`src/rtl/muldiv_hilo_unit_pkg.sv`:
```
// Shared encodings for the iterative multiply/divide unit: op_sel codes,
// control FSM states and datapath mode, plus small op-decode helpers.
package muldiv_pkg;

  localparam logic [2:0] OP_MULTU = 3'b000;
  localparam logic [2:0] OP_MULT  = 3'b001;
  localparam logic [2:0] OP_DIVU  = 3'b010;
  localparam logic [2:0] OP_DIV   = 3'b011;
  localparam logic [2:0] OP_MTHI  = 3'b100;
  localparam logic [2:0] OP_MTLO  = 3'b101;

  typedef enum logic [1:0] {
    S_IDLE = 2'd0,
    S_RUN  = 2'd1,
    S_FIN  = 2'd2
  } state_e;

  typedef enum logic {
    MODE_MUL = 1'b0,
    MODE_DIV = 1'b1
  } core_mode_e;

  // Reserved codes (11x) have op[2]=1, so they never count as arithmetic.
  function automatic logic is_arith(input logic [2:0] op);
    return ~op[2];
  endfunction

  function automatic logic is_signed_op(input logic [2:0] op);
    return ~op[2] & op[0];
  endfunction

  function automatic logic is_div_op(input logic [2:0] op);
    return ~op[2] & op[1];
  endfunction

endpackage

```
`src/rtl/muldiv_hilo_unit_if.sv`:
```
// CPU-side bundle of the multiply/divide unit: request inputs, HI/LO results
// and handshake status. The unit takes the slave view, the control unit the master.
interface muldiv_hilo_unit_if #(
  parameter int WIDTH = 32
);
  logic             op_valid;
  logic [2:0]       op_sel;
  logic [WIDTH-1:0] a;
  logic [WIDTH-1:0] b;
  logic             rd_hilo;
  logic [WIDTH-1:0] hi;
  logic [WIDTH-1:0] lo;
  logic             busy;
  logic             done;
  logic             div_by_zero;
  logic             stall;

  modport master (
    output op_valid, op_sel, a, b, rd_hilo,
    input  hi, lo, busy, done, div_by_zero, stall
  );

  modport slave (
    input  op_valid, op_sel, a, b, rd_hilo,
    output hi, lo, busy, done, div_by_zero, stall
  );
endinterface

```
`src/rtl/muldiv_hilo_unit_core.sv`:
```
// Unsigned iterative datapath: shift-add multiply or restoring divide, one
// bit per step, sharing a single 2*WIDTH accumulator {upper, lower}.
module muldiv_core
  import muldiv_pkg::*;
#(
  parameter int WIDTH = 32
) (
  input  logic             clk,
  input  logic             rst_n,
  input  logic             i_load,
  input  logic             i_step,
  input  core_mode_e       i_mode,
  input  logic [WIDTH-1:0] i_opa,
  input  logic [WIDTH-1:0] i_opb,
  output logic [WIDTH-1:0] o_hi,
  output logic [WIDTH-1:0] o_lo
);

  // Multiply: r_op = multiplicand, lower half starts as multiplier.
  // Divide:   r_op = divisor, lower half starts as dividend and fills with quotient.
  core_mode_e         r_mode;
  logic [2*WIDTH-1:0] r_acc;
  logic [WIDTH-1:0]   r_op;

  logic [WIDTH-1:0]   w_upper;
  logic [WIDTH-1:0]   w_lower;
  logic [WIDTH:0]     w_addend;
  logic [WIDTH:0]     w_sum;
  logic [2*WIDTH-1:0] w_mul_next;
  logic [WIDTH:0]     w_shift;
  logic               w_ge;
  logic [WIDTH-1:0]   w_diff;
  logic [WIDTH-1:0]   w_rem_next;
  logic [2*WIDTH-1:0] w_div_next;

  assign w_upper = r_acc[2*WIDTH-1:WIDTH];
  assign w_lower = r_acc[WIDTH-1:0];

  assign w_addend   = r_acc[0] ? {1'b0, r_op} : '0;
  assign w_sum      = {1'b0, w_upper} + w_addend;
  assign w_mul_next = {w_sum, w_lower[WIDTH-1:1]};

  // Remainder stays below the divisor, so the difference fits WIDTH bits
  // whenever the trial subtraction succeeds.
  assign w_shift    = {w_upper, w_lower[WIDTH-1]};
  assign w_ge       = (w_shift >= {1'b0, r_op});
  assign w_diff     = w_shift[WIDTH-1:0] - r_op;
  assign w_rem_next = w_ge ? w_diff : w_shift[WIDTH-1:0];
  assign w_div_next = {w_rem_next, w_lower[WIDTH-2:0], w_ge};

  // NOTE: clocked state uses non-blocking assignments so every register
  // samples pre-edge values regardless of statement order.
  always_ff @(posedge clk or negedge rst_n) begin
    if (!rst_n) begin
      r_mode <= MODE_MUL;
      r_acc  <= '0;
      r_op   <= '0;
    end else if (i_load) begin
      r_mode <= i_mode;
      r_op   <= (i_mode == MODE_MUL) ? i_opa : i_opb;
      r_acc  <= {{WIDTH{1'b0}}, ((i_mode == MODE_MUL) ? i_opb : i_opa)};
    end else if (i_step) begin
      r_acc  <= (r_mode == MODE_DIV) ? w_div_next : w_mul_next;
    end
  end

  assign o_hi = w_upper;
  assign o_lo = w_lower;

endmodule

```
`src/rtl/muldiv_hilo_unit.sv`:
```
// Multiply/divide unit with private HI/LO: control FSM, sign pre/post
// correction around the unsigned core, mthi/mtlo writes and pipeline stall.
module muldiv_hilo_unit
  import muldiv_pkg::*;
#(
  parameter int WIDTH = 32
) (
  input  logic               clk,
  input  logic               rst_n,
  muldiv_hilo_unit_if.slave  bus
);

  localparam int              CNT_W    = $clog2(WIDTH) + 1;
  localparam logic [CNT_W-1:0] CNT_INIT = CNT_W'(WIDTH);
  localparam logic [CNT_W-1:0] CNT_LAST = CNT_W'(1);

  state_e           r_state;
  state_e           w_state_next;
  logic [CNT_W-1:0] r_cnt;
  logic [WIDTH-1:0] r_hi;
  logic [WIDTH-1:0] r_lo;
  logic             r_done;
  logic             r_dbz_pulse;
  logic             r_is_div;
  logic             r_neg_q;
  logic             r_neg_r;
  logic             r_dbz;

  logic             w_busy;
  logic             w_arith;
  logic             w_div;
  logic             w_signed;
  logic             w_idle_req;
  logic             w_accept;
  logic             w_b_zero;
  logic             w_a_neg;
  logic             w_b_neg;
  logic [WIDTH-1:0] w_a_mag;
  logic [WIDTH-1:0] w_b_mag;
  logic             w_load;
  logic             w_step;
  core_mode_e       w_mode;

  logic [WIDTH-1:0]   w_core_hi;
  logic [WIDTH-1:0]   w_core_lo;
  logic [2*WIDTH-1:0] w_prod;
  logic [2*WIDTH-1:0] w_prod_fix;
  logic [WIDTH-1:0]   w_quo_fix;
  logic [WIDTH-1:0]   w_rem_fix;
  logic [WIDTH-1:0]   w_hi_fix;
  logic [WIDTH-1:0]   w_lo_fix;

  assign w_busy     = (r_state != S_IDLE);
  assign w_arith    = is_arith(bus.op_sel);
  assign w_div      = is_div_op(bus.op_sel);
  assign w_signed   = is_signed_op(bus.op_sel);
  // done blocks the still-held instruction that just completed.
  assign w_idle_req = bus.op_valid & ~w_busy & ~r_done;
  assign w_accept   = w_idle_req & w_arith;
  assign w_b_zero   = (bus.b == '0);

  // The most-negative value maps to 2^(WIDTH-1), which is still exact unsigned.
  assign w_a_neg = w_signed & bus.a[WIDTH-1];
  assign w_b_neg = w_signed & bus.b[WIDTH-1];
  assign w_a_mag = w_a_neg ? -bus.a : bus.a;
  assign w_b_mag = w_b_neg ? -bus.b : bus.b;
  assign w_mode  = w_div ? MODE_DIV : MODE_MUL;

  muldiv_core #(
    .WIDTH (WIDTH)
  ) u_core (
    .clk    (clk),
    .rst_n  (rst_n),
    .i_load (w_load),
    .i_step (w_step),
    .i_mode (w_mode),
    .i_opa  (w_a_mag),
    .i_opb  (w_b_mag),
    .o_hi   (w_core_hi),
    .o_lo   (w_core_lo)
  );

  // NOTE: every always_comb output gets a default first, so no path leaves
  // a signal unassigned and no latch is inferred.
  always_comb begin
    w_state_next = r_state;
    w_load       = 1'b0;
    w_step       = 1'b0;
    case (r_state)
      S_IDLE: begin
        if (w_accept) begin
          w_load       = 1'b1;
          w_state_next = (w_div & w_b_zero) ? S_FIN : S_RUN;
        end
      end
      S_RUN: begin
        w_step = 1'b1;
        if (r_cnt == CNT_LAST) w_state_next = S_FIN;
      end
      S_FIN:   w_state_next = S_IDLE;
      default: w_state_next = S_IDLE;
    endcase
  end

  always_ff @(posedge clk or negedge rst_n) begin
    if (!rst_n) begin
      r_state <= S_IDLE;
      r_cnt   <= '0;
    end else begin
      r_state <= w_state_next;
      if (w_load)      r_cnt <= CNT_INIT;
      else if (w_step) r_cnt <= r_cnt - CNT_LAST;
    end
  end

  // Sign flags captured at acceptance; operands are never looked at again.
  always_ff @(posedge clk or negedge rst_n) begin
    if (!rst_n) begin
      r_is_div <= 1'b0;
      r_neg_q  <= 1'b0;
      r_neg_r  <= 1'b0;
      r_dbz    <= 1'b0;
    end else if (w_load) begin
      r_is_div <= w_div;
      r_neg_q  <= w_a_neg ^ w_b_neg;
      r_neg_r  <= w_a_neg & w_div;
      r_dbz    <= w_div & w_b_zero;
    end
  end

  assign w_prod     = {w_core_hi, w_core_lo};
  assign w_prod_fix = r_neg_q ? -w_prod : w_prod;
  assign w_quo_fix  = r_neg_q ? -w_core_lo : w_core_lo;
  assign w_rem_fix  = r_neg_r ? -w_core_hi : w_core_hi;
  assign w_hi_fix   = r_is_div ? w_rem_fix : w_prod_fix[2*WIDTH-1:WIDTH];
  assign w_lo_fix   = r_is_div ? w_quo_fix : w_prod_fix[WIDTH-1:0];

  always_ff @(posedge clk or negedge rst_n) begin
    if (!rst_n) begin
      r_hi        <= '0;
      r_lo        <= '0;
      r_done      <= 1'b0;
      r_dbz_pulse <= 1'b0;
    end else begin
      r_done      <= (r_state == S_FIN);
      r_dbz_pulse <= (r_state == S_FIN) & r_dbz;
      if (r_state == S_FIN) begin
        if (!r_dbz) begin
          r_hi <= w_hi_fix;
          r_lo <= w_lo_fix;
        end
      end else if (w_idle_req && bus.op_sel == OP_MTHI) begin
        r_hi <= bus.a;
      end else if (w_idle_req && bus.op_sel == OP_MTLO) begin
        r_lo <= bus.a;
      end
    end
  end

  assign bus.hi          = r_hi;
  assign bus.lo          = r_lo;
  assign bus.busy        = w_busy;
  assign bus.done        = r_done;
  assign bus.div_by_zero = r_dbz_pulse;
  assign bus.stall       = (bus.op_valid & (w_busy | (w_arith & ~r_done)))
                         | (bus.rd_hilo & w_busy);

endmodule

```
`src/flat_wrapper.sv`:
```
// flat-port wrapper written by rule: the top's interface ports become plain ports
module muldiv_hilo_unit_flat import muldiv_pkg::*;
#(
  parameter int WIDTH = 32
)
  (clk, rst_n, bus_op_valid, bus_op_sel, bus_a, bus_b, bus_rd_hilo, bus_hi, bus_lo, bus_busy, bus_done, bus_div_by_zero, bus_stall);
  muldiv_hilo_unit_if #(.WIDTH(WIDTH)) bus_i ();
  input  logic clk;
  input  logic rst_n;
  input wire logic [$bits(bus_i.op_valid)-1:0] bus_op_valid;
  input wire logic [$bits(bus_i.op_sel)-1:0] bus_op_sel;
  input wire logic [$bits(bus_i.a)-1:0] bus_a;
  input wire logic [$bits(bus_i.b)-1:0] bus_b;
  input wire logic [$bits(bus_i.rd_hilo)-1:0] bus_rd_hilo;
  output wire logic [$bits(bus_i.hi)-1:0] bus_hi;
  output wire logic [$bits(bus_i.lo)-1:0] bus_lo;
  output wire logic [$bits(bus_i.busy)-1:0] bus_busy;
  output wire logic [$bits(bus_i.done)-1:0] bus_done;
  output wire logic [$bits(bus_i.div_by_zero)-1:0] bus_div_by_zero;
  output wire logic [$bits(bus_i.stall)-1:0] bus_stall;
  assign bus_i.op_valid = bus_op_valid;
  assign bus_i.op_sel = bus_op_sel;
  assign bus_i.a = bus_a;
  assign bus_i.b = bus_b;
  assign bus_i.rd_hilo = bus_rd_hilo;
  assign bus_hi = bus_i.hi;
  assign bus_lo = bus_i.lo;
  assign bus_busy = bus_i.busy;
  assign bus_done = bus_i.done;
  assign bus_div_by_zero = bus_i.div_by_zero;
  assign bus_stall = bus_i.stall;
  muldiv_hilo_unit #(.WIDTH(WIDTH)) u_core (.clk(clk), .rst_n(rst_n), .bus(bus_i));
endmodule
```
`config.mk`:
```
export PLATFORM = sky130hd
export DESIGN_NAME = muldiv_hilo_unit_flat
export DESIGN_NICKNAME = d
export VERILOG_FILES = /design/src/rtl/muldiv_hilo_unit_pkg.sv /design/src/rtl/muldiv_hilo_unit_if.sv /design/src/rtl/muldiv_hilo_unit_core.sv /design/src/rtl/muldiv_hilo_unit.sv /design/src/flat_wrapper.sv
export SDC_FILE = /design/constraint.sdc
export NUM_CORES = 1
export LEC_CHECK = 0
export CAP_MARGIN = 20
export CORE_ASPECT_RATIO = 1.25
export CORE_MARGIN = 5
export CORE_UTILIZATION = 42
export CTS_CLUSTER_DIAMETER = 30
export DETAILED_ROUTE_END_ITERATION = 16
export PLACE_DENSITY = 0.7
export REMOVE_ABC_BUFFERS = 1
export SKIP_LAST_GASP = 1
export SYNTH_ARGS = -nofsm -noshare
export SYNTH_HDL_FRONTEND = slang
export SYNTH_SLANG_ARGS = --single-unit
```
`constraint.sdc`:
```
create_clock -name clk -period 5.1 [get_ports clk]
set_input_delay 1.275 -clock clk [delete_from_list [all_inputs] [get_ports clk]]
set_output_delay 1.275 -clock clk [all_outputs]
set_load 0.05 [all_outputs]
```
==> qor.yml, run 1 <==
status:
  status: "finished clean"
placement:
  dp_hpwl_mm: 38.5
  place_inst: 2473
  place_congestion: 1.08
  port_buffers: 138
floorplan:
  core-area_mm2: 0.0353
  die_h_um: 221
  die-area_mm2: 0.0395
  num_rows: 77
  die_w_um: 179
  ios: 139
  start_util: 0.425
power_and_ir_drop:
  power.density_mw_per_mm2: 206
  p_clk_frac: 0.403
  intPower_mw: 2.51
  power_mw: 3.58
  seqPwrFrac: 0.422
  leakage_nw: 7.40
  switching_share: 0.297
  p_sw_mw: 1.06
  vdd_drop_max_mv: 0.186
  comb_power_share: 0.174
clock_network:
  ctsHoldBuffers: 0
  post_cts_buffers: 0
  clock_sinks: 174
  clkTransAtPathRegs_ns: 0.07
  ctsResizeCount: 0
  numCtsBuffers: 17
  root_buffer: "clkbuf_16"
  clk_latency_ns: 0.46
  htreeDepth: 4
  tritoncts: "built"
  clock_path_buffers: 2
sta:
  skew_ns: 0.00898
  rsz0062_at_grt: "no"
  max_freq_ghz: 0.232
  hold_viol_final: 0
  fin_setup_tns_ns: 0
  finalCriticalPeriod_ns: 4.31
  worst-slew-pin-transition_ns: 1.12
  slew_viol_final: 0
  post-route-period-util: 0.845
  setup_viol: 0
  max_slew_margin: 0.250
logic_synthesis:
  ys_top_cells_by_area: "dfrtp_1 (29%), o21ai_0 (6.4%), ha_1 (5.9%)"
  synthDistinctLibCells: 76
  synth_top_area_frac: 0.291
  synth-seq-cells: 174
  synthMostInstantiatedCell: "nand2_1"
  yosysWarnings: 0
  synthFlopType: "dfrtp_1"
  yosys-top-cells-count: "nand2_1 (229), nor2_1 (223), o21ai_0 (190)"
  synth-seq-area-share: 0.291
  synth_area_mm2: 0.0150
  synth_edf_count: 0
  yosysTopAreaCell: "dfrtp_1"
  syn_area_per_cell_um2: 7.68
  synthCells: 1949
  ys_async_sr_fraction: 1.00
final_layout:
  stdcell_count: 2507
  drive_gt1_frac: 0.0561
  layout.nets: 2162
  area_delta_synth_final_pct: 16.1
  final_util: 0.493
  register_area_mm2: 0.00436
  final.fill_count: 3409
  multi_input_area_mm2: 0.00992
routing:
  drc: 0
  routed_via_density: 6.01
  totalWireLength_mm: 51.0
  wire_per_inst_um: 20.3
  antenna_left: 0
  drtIter0Drc: 1588
  vias: 15063
  drtPass1Iterations: 6
worst_setup_path:
  cp_slowest_stage_delay_ns: 0.61
  critPathCaptureType: "flop"
  worstPathArrival_ns: 4.61
  worstPathCellList: "clkdlybuf4s50_1, or4_4, nor4_4, nand3_1, or4_1, or3_1, o31ai_1, xnor2_1, o21ai_0, o21ai_0"
  cp_max_fo: 5
  cp-start-kind: "input port"
  cp_slowest_cell: "or4_4"
  required_ns: 5.40
  crit_type: "input port to flop"
  crit_top_cell: "o21ai_0"
global_routing:
  grt_pass1_wl_mm: 80.0
  grt-ovfl-total: 0
  grt_antenna_before_repair: 1
  grt_pass1_vias: 14516
  grt_usage: 0.253
  grt_max_degree: 111
run:
  cap_violations: 0
min_path:
  hold_path.class: "flop to flop"
cell type report:
type / count / area share
clock buffers: 20 / 0.0257
inverters: 66 / 0.0142
clock inverters: 12 / 0.0105
well taps: 474 / 0.0341
repair buffers: 170 / 0.0944
multi-input cells: 1590 / 0.570
flip-flops and latches: 174 / 0.251
diodes: 1 / 0.000144
power groups by stage:
stage,Combinational (mW),Clock [mW],Sequential [mW]
after global placement,0.601,0,1.53
after floorplan,0.367,0,1.51
after global routing,0.688,1.51,1.51
after detailed placement,0.608,0,1.53
after CTS,0.616,1.45,1.50
final,0.623,1.44,1.51
metrics by stage:
stage / hold slack, ns / setup WS [ns] / cell area, um^2
final: 0.475 / 0.791 / 17400
after global routing: 0.492 / 0.618 / 17400
after detailed placement: 0.465 / 0.376 / 16700
after floorplan: 0.449 / 0.722 / 14500
after CTS: 0.480 / 0.858 / 17400
after global placement: 0.461 / 0.444 / 16700
kinds of logic after synthesis:
group           synth area share
compound gates             0.253
simple gates               0.210
fa+ha+maj                 0.0612
flops                      0.291
buf+inv                   0.0494
xor+xnor                  0.0989
mux                       0.0368
metal layers:
metal  routed length (um)  GRT usage  part of all wire  vias up
met5                    0          0                 0        -
met4                 2550      0.131             0.050        0
met3                 3460     0.0312             0.068      147
met2                24400      0.422              0.48      695
met1                20500      0.319              0.40     7098
li1                     -          -                 -     7123
path summary, 6_finish.rpt:
kind                                   startpoint                       to  slack (ns)  depth (start not counted)
max                                      bus_b[2]  u_core.u_core.r_acc[29]        0.79                         10
min                             u_core.bus.hi[25]        u_core.bus.hi[25]        0.47                          2
min in group asynchronous                   rst_n    u_core.u_core.r_op[8]        0.93                          1
max in group asynchronous                   rst_n        u_core.bus.lo[28]        3.13                          2
max reg2reg                u_core.u_core.r_acc[0]  u_core.u_core.r_acc[60]        0.91                         12
min reg2reg                     u_core.bus.hi[25]        u_core.bus.hi[25]        0.47                          2
state kept, by name, indices dropped and copies added (netlist names), 2 cells and up:
signal and flops:
u_core.u_core.r_op 32, u_core.bus.hi 32, u_core.bus.lo 32, u_core.u_core.r_acc 64, u_core.r_state 2, u_core.r_cnt 6
worst max-delay path, delay by kind of cell:
| kind | cells | cell delay, ns |
|---|---|---|
| buf+inv | 1 | 0.50 |
| simple gates | 5 | 2.17 |
| xor+xnor | 1 | 0.12 |
| compound gates | 3 | 0.54 |
cell usage in the layout, fill, tap and decap left out, drive strengths merged, types with 36 or more instances in the layout:
| cell | instances |
|---|---|
| nand3 | 36 |
| o211ai | 42 |
| ha | 70 |
| inv | 68 |
| dfrtp | 174 |
| a21oi | 167 |
| xnor2 | 91 |
| mux2i | 46 |
| nor3 | 37 |
| o31ai | 36 |
| o21ai | 191 |
| xor2 | 78 |
| clkdlybuf4s50 | 136 |
| nor2 | 226 |
| nand2 | 229 |
(Power assumes the default switching activity.)
==> inputs of run 2 (changes only) <==
- PLACE_DENSITY: 0.7 -> 0.73
- clock period: 5.1 -> 3.9 ns (I/O delays scaled with it)
==> qor.yml, run 2 (same netlist as run 1, synthesis figures left out) <==
global_routing:
  grt_max_degree: 85
  grt_pass1_vias: 15172
  grt_pass1_wl_mm: 84.1
  grt_usage: 0.267
  grt-ovfl-total: 0
  grt_antenna_before_repair: 0
sta:
  rsz0062_at_grt: "no"
  worst-slew-pin-transition_ns: 1.14
  post-route-period-util: 0.977
  max_slew_margin: 0.239
  fin_setup_tns_ns: 0
  hold_viol_final: 0
  setup_viol: 0
  slew_viol_final: 0
  skew_ns: 0.0226
  hold_ws_ns: 0.478
  max_freq_ghz: 0.263
  finalCriticalPeriod_ns: 3.81
status:
  status: "finished clean"
final_layout:
  final.fill_count: 3420
  final_cell_mix: "nand2_1 (229), nor2_1 (223), o21ai_0 (190), dfrtp_1 (173), a21oi_1 (167)"
  layout_commonest_cell: "nand2_1"
  register_area_mm2: 0.00436
  stdcell_count: 2575
  drive_gt1_frac: 0.0904
  multi_input_area_mm2: 0.00993
  largest_reg_flops: 64
  antenna_cells: 0
  top_register: "u_core.u_core.r_acc"
  layout.nets: 2231
  final_util: 0.508
  area_delta_synth_final_pct: 19.8
clock_network:
  clkTransAtPathRegs_ns: 0.08
  root_buffer: "clkbuf_16"
  htreeDepth: 4
  tritoncts: "built"
  numCtsBuffers: 17
  clock_path_buffers: 2
  clk_latency_ns: 0.46
  clock_sinks: 174
  ctsHoldBuffers: 0
worst_setup_path:
  cp_slowest_cell: "or4_4"
  cp_slowest_stage_delay_ns: 0.57
  critPathCaptureType: "flop"
  cp_max_fo: 5
  worstPathCellList: "clkdlybuf4s50_1, or4_4, buf_4, nor4_2, buf_4, nand3_1, or4_1, nor3_1, a21oi_1, xor2_1, o21ai_0, o21ai_0"
  cp-start-kind: "input port"
  required_ns: 4.18
  worstPathArrival_ns: 4.09
  crit_type: "input port to flop"
routing:
  routed_via_density: 6.08
  wire_per_inst_um: 21.1
  antenna_left: 0
  drtPass1Iterations: 5
  totalWireLength_mm: 54.4
  vias: 15652
  drtIter0Drc: 1688
  drc: 0
floorplan:
  die_w_um: 179
  die-area_mm2: 0.0395
  die_h_um: 221
  num_rows: 77
  ios: 139
  start_util: 0.425
  core-area_mm2: 0.0353
placement:
  place_congestion: 0.972
  place_inst: 2541
  port_buffers: 138
  dp_hpwl_mm: 41.1
min_path:
  hold_path.class: "flop to flop"
run:
  cap_violations: 0
power_and_ir_drop:
  leakage_nw: 7.73
  power.density_mw_per_mm2: 256
  vdd_drop_max_mv: 0.265
==> run 2: cell count changes in the layout (fill, tap and decap cells not counted), sizes merged <==
cell / delta
diode: -1
buf: +71
bufinv: -4
clkinvlp: -1
clkbuf: -2
clkinv: +4
inv: +2
clkdlybuf4s50: -1
==> run 2: report_power, final <==
group          switching [mW]  internal [mW]  total (mW)
sequential             0.0979           1.86        1.95
combinational           0.508          0.360       0.868
clock                   0.881          0.891        1.77
total                    1.49           3.11        4.59
==> run 2: final timing paths <==
path	startpoint	to	slack, ns	depth (start not counted)
hold / removal	u_core.bus.lo[21]	u_core.bus.lo[21]	0.48	1
min in group asynchronous	rst_n	u_core.u_core.r_op[23]	0.50	1
max in group asynchronous	rst_n	u_core.u_core.r_op[6]	2.52	2
setup / recovery	bus_b[2]	u_core.u_core.r_op[30]	0.09	12
hold reg to reg	u_core.bus.lo[21]	u_core.bus.lo[21]	0.48	1
setup reg to reg	u_core.u_core.r_acc[0]	u_core.u_core.r_acc[59]	0.25	14
==> run 2: repair_timing <==
| action | in CTS | in global routing |
|---|---|---|
| buffers inserted | 0 | 2 |
| gates resized for setup | 1 | 3 |
| setup endpoints to repair | 1 | 4 |
==> run 2: stage by stage <==
step           area [um^2]  setup WS [ns]  total power, mW
6_report             17900         0.0912             4.59
5_1_grt              17900         0.0307             4.77
4_1_cts              17900         0.0766             4.60
3_5_place_dp         17300         -0.463             2.84
3_3_place_gp         17300         -0.433             2.82
2_1_floorplan        14500         -0.478             2.46
==> run 2: worst max-delay path: cells and delay by family <==
family / cells / cell delay (ns)
XOR/XNOR: 1 / 0.18
AND/OR/NAND/NOR: 5 / 1.73
buffers and inverters: 3 / 0.80
AO/OA/AOI/OAI: 3 / 0.41
==> run 2: metal layers <==
metal  share of wire  track usage  routed length, um
met5               0            0                  0
met4           0.066        0.152               3590
met3           0.061       0.0358               3340
met2            0.47        0.431              25400
met1            0.41        0.341              22100
==> run 2: area by class of cell <==
type / instances / share of cell area
clock buffer: 19 / 0.0253
clock inverter: 13 / 0.00803
inverter: 66 / 0.0140
multi-input combinational: 1590 / 0.554
sequential: 174 / 0.243
tap: 474 / 0.0331
timing repair buffer: 239 / 0.122
==> inputs of run 3 (changes only) <==
- SKIP_CTS_REPAIR_TIMING: default -> 1
==> qor.yml, run 3 (same netlist as run 1, synthesis figures left out) <==
status:
  status: "finished clean"
final_layout:
  layout.nets: 2229
  final.fill_count: 3422
  largest_reg_flops: 64
  drive_gt1_frac: 0.0896
  final_util: 0.508
  final_cell_mix: "nand2_1 (229), nor2_1 (223), o21ai_0 (190), dfrtp_1 (173), a21oi_1 (167)"
  multi_input_area_mm2: 0.00993
  stdcell_count: 2573
  antenna_cells: 0
  layout_commonest_cell: "nand2_1"
  register_area_mm2: 0.00436
  area_delta_synth_final_pct: 19.7
  top_register: "u_core.u_core.r_acc"
floorplan:
  die-area_mm2: 0.0395
  num_rows: 77
  ios: 139
  die_w_um: 179
  die_h_um: 221
  core-area_mm2: 0.0353
  start_util: 0.425
sta:
  skew_ns: 0.0171
  worst-slew-pin-transition_ns: 1.16
  max_freq_ghz: 0.260
  post-route-period-util: 0.984
  finalCriticalPeriod_ns: 3.84
  rsz0062_at_grt: "yes"
  max_slew_margin: 0.225
  hold_viol_final: 0
  hold_ws_ns: 0.478
  slew_viol_final: 0
  setup_ws_ns: 0.0609
  setup_viol: 0
clock_network:
  clock_sinks: 174
  numCtsBuffers: 17
  tritoncts: "built"
  clock_path_buffers: 2
  clk_latency_ns: 0.45
  root_buffer: "clkbuf_16"
  clkTransAtPathRegs_ns: 0.08
  htreeDepth: 4
placement:
  place_inst: 2541
  place_congestion: 0.972
  port_buffers: 138
  dp_hpwl_mm: 41.1
  post-place-ws_ns: -0.463
power_and_ir_drop:
  intPower_mw: 3.11
  seqPwrFrac: 0.426
  vdd_drop_max_mv: 0.261
  power_mw: 4.59
  p_clk_frac: 0.386
  p_sw_mw: 1.48
  power.density_mw_per_mm2: 256
  switching_share: 0.323
  leakage_nw: 7.72
  comb_power_share: 0.189
worst_setup_path:
  worstPathCellList: "clkdlybuf4s50_1, or4_4, buf_4, nor4_2, buf_4, nand3_1, or4_1, nor3_1, a21oi_1, xor2_1, o21ai_0, o21ai_0"
  timing.rr.start: "u_core.u_core.r_acc[0]"
  cp-start-kind: "input port"
  cp_slowest_cell: "or4_4"
  crit_start: "bus_b[2]"
  required_ns: 4.18
  cp_slowest_stage_delay_ns: 0.57
  critPathCaptureType: "flop"
  cp_max_fo: 5
  worstPathArrival_ns: 4.12
  crit_type: "input port to flop"
routing:
  wire_per_inst_um: 21.1
  antenna_left: 0
  vias: 15569
  drtPass1Iterations: 8
  drtIter0Drc: 1788
  totalWireLength_mm: 54.3
  drc: 0
  routed_via_density: 6.05
global_routing:
  grt_usage: 0.267
  grt_pass1_vias: 15162
  grt-ovfl-total: 0
  grt_antenna_before_repair: 0
  grt_max_degree: 85
  grt_pass1_wl_mm: 84.1
min_path:
  min-delay-start: "u_core.bus.lo[21]"
  hold_path.class: "flop to flop"
run:
  cap_violations: 0
==> run 3: changes by cell type in the layout (fill, tap and decap cells not counted), sizes merged <==
cell  delta
buf      -2
==> run 3: worst max-delay path: cells and delay by family <==
kind            cells  cell delay, ns
compound gates      3            0.41
xor+xnor            1            0.18
buf+inv             3            0.80
simple gates        5            1.75
==> run 3: stage by stage <==
| step | instance area (um^2) | TNS [ns] |
|---|---|---|
| 2_1_floorplan | 14500 | -12.72 |
| 3_3_place_gp | 17300 | -4.73 |
| 3_5_place_dp | 17300 | -5.31 |
| 4_1_cts | 17900 | -0.0181 |
| 5_1_grt | 17900 | -0.0614 |
| 6_report | 17900 | 0 |
==> run 3: power by group through the flow <==
stage / clock network [mW] / logic, mW / registers (mW)
after floorplan: 0 / 0.480 / 1.98
after global placement: 0 / 0.841 / 1.98
after detailed placement: 0 / 0.853 / 1.99
after CTS: 1.79 / 0.860 / 1.95
after global routing: 1.86 / 0.953 / 1.96
final: 1.77 / 0.866 / 1.95
==> run 3: layout make-up <==
type,instances,area share
Timing Repair Buffer,237,0.122
Tap cell,474,0.0331
Sequential cell,174,0.243
Clock inverter,13,0.00803
Inverter,66,0.0140
Multi-Input combinational cell,1590,0.555
Clock buffer,19,0.0253
==> run 3: per-layer routing <==
layer | GRT usage | routed length, um
met1 | 0.340 | 21900
met3 | 0.0364 | 3540
met5 | 0 | 0
met4 | 0.151 | 3640
met2 | 0.432 | 25200
==> run 3: path summary, 6_finish.rpt <==
check | to | slack, ns | cells after the start
max | u_core.u_core.r_op[30] | 0.06 | 12
min | u_core.bus.lo[21] | 0.48 | 1
max reg2reg | u_core.u_core.r_acc[59] | 0.22 | 14
min reg2reg | u_core.bus.lo[21] | 0.48 | 1
max in group asynchronous | u_core.u_core.r_acc[41] | 2.52 | 2
min in group asynchronous | u_core.u_core.r_op[23] | 0.51 | 1
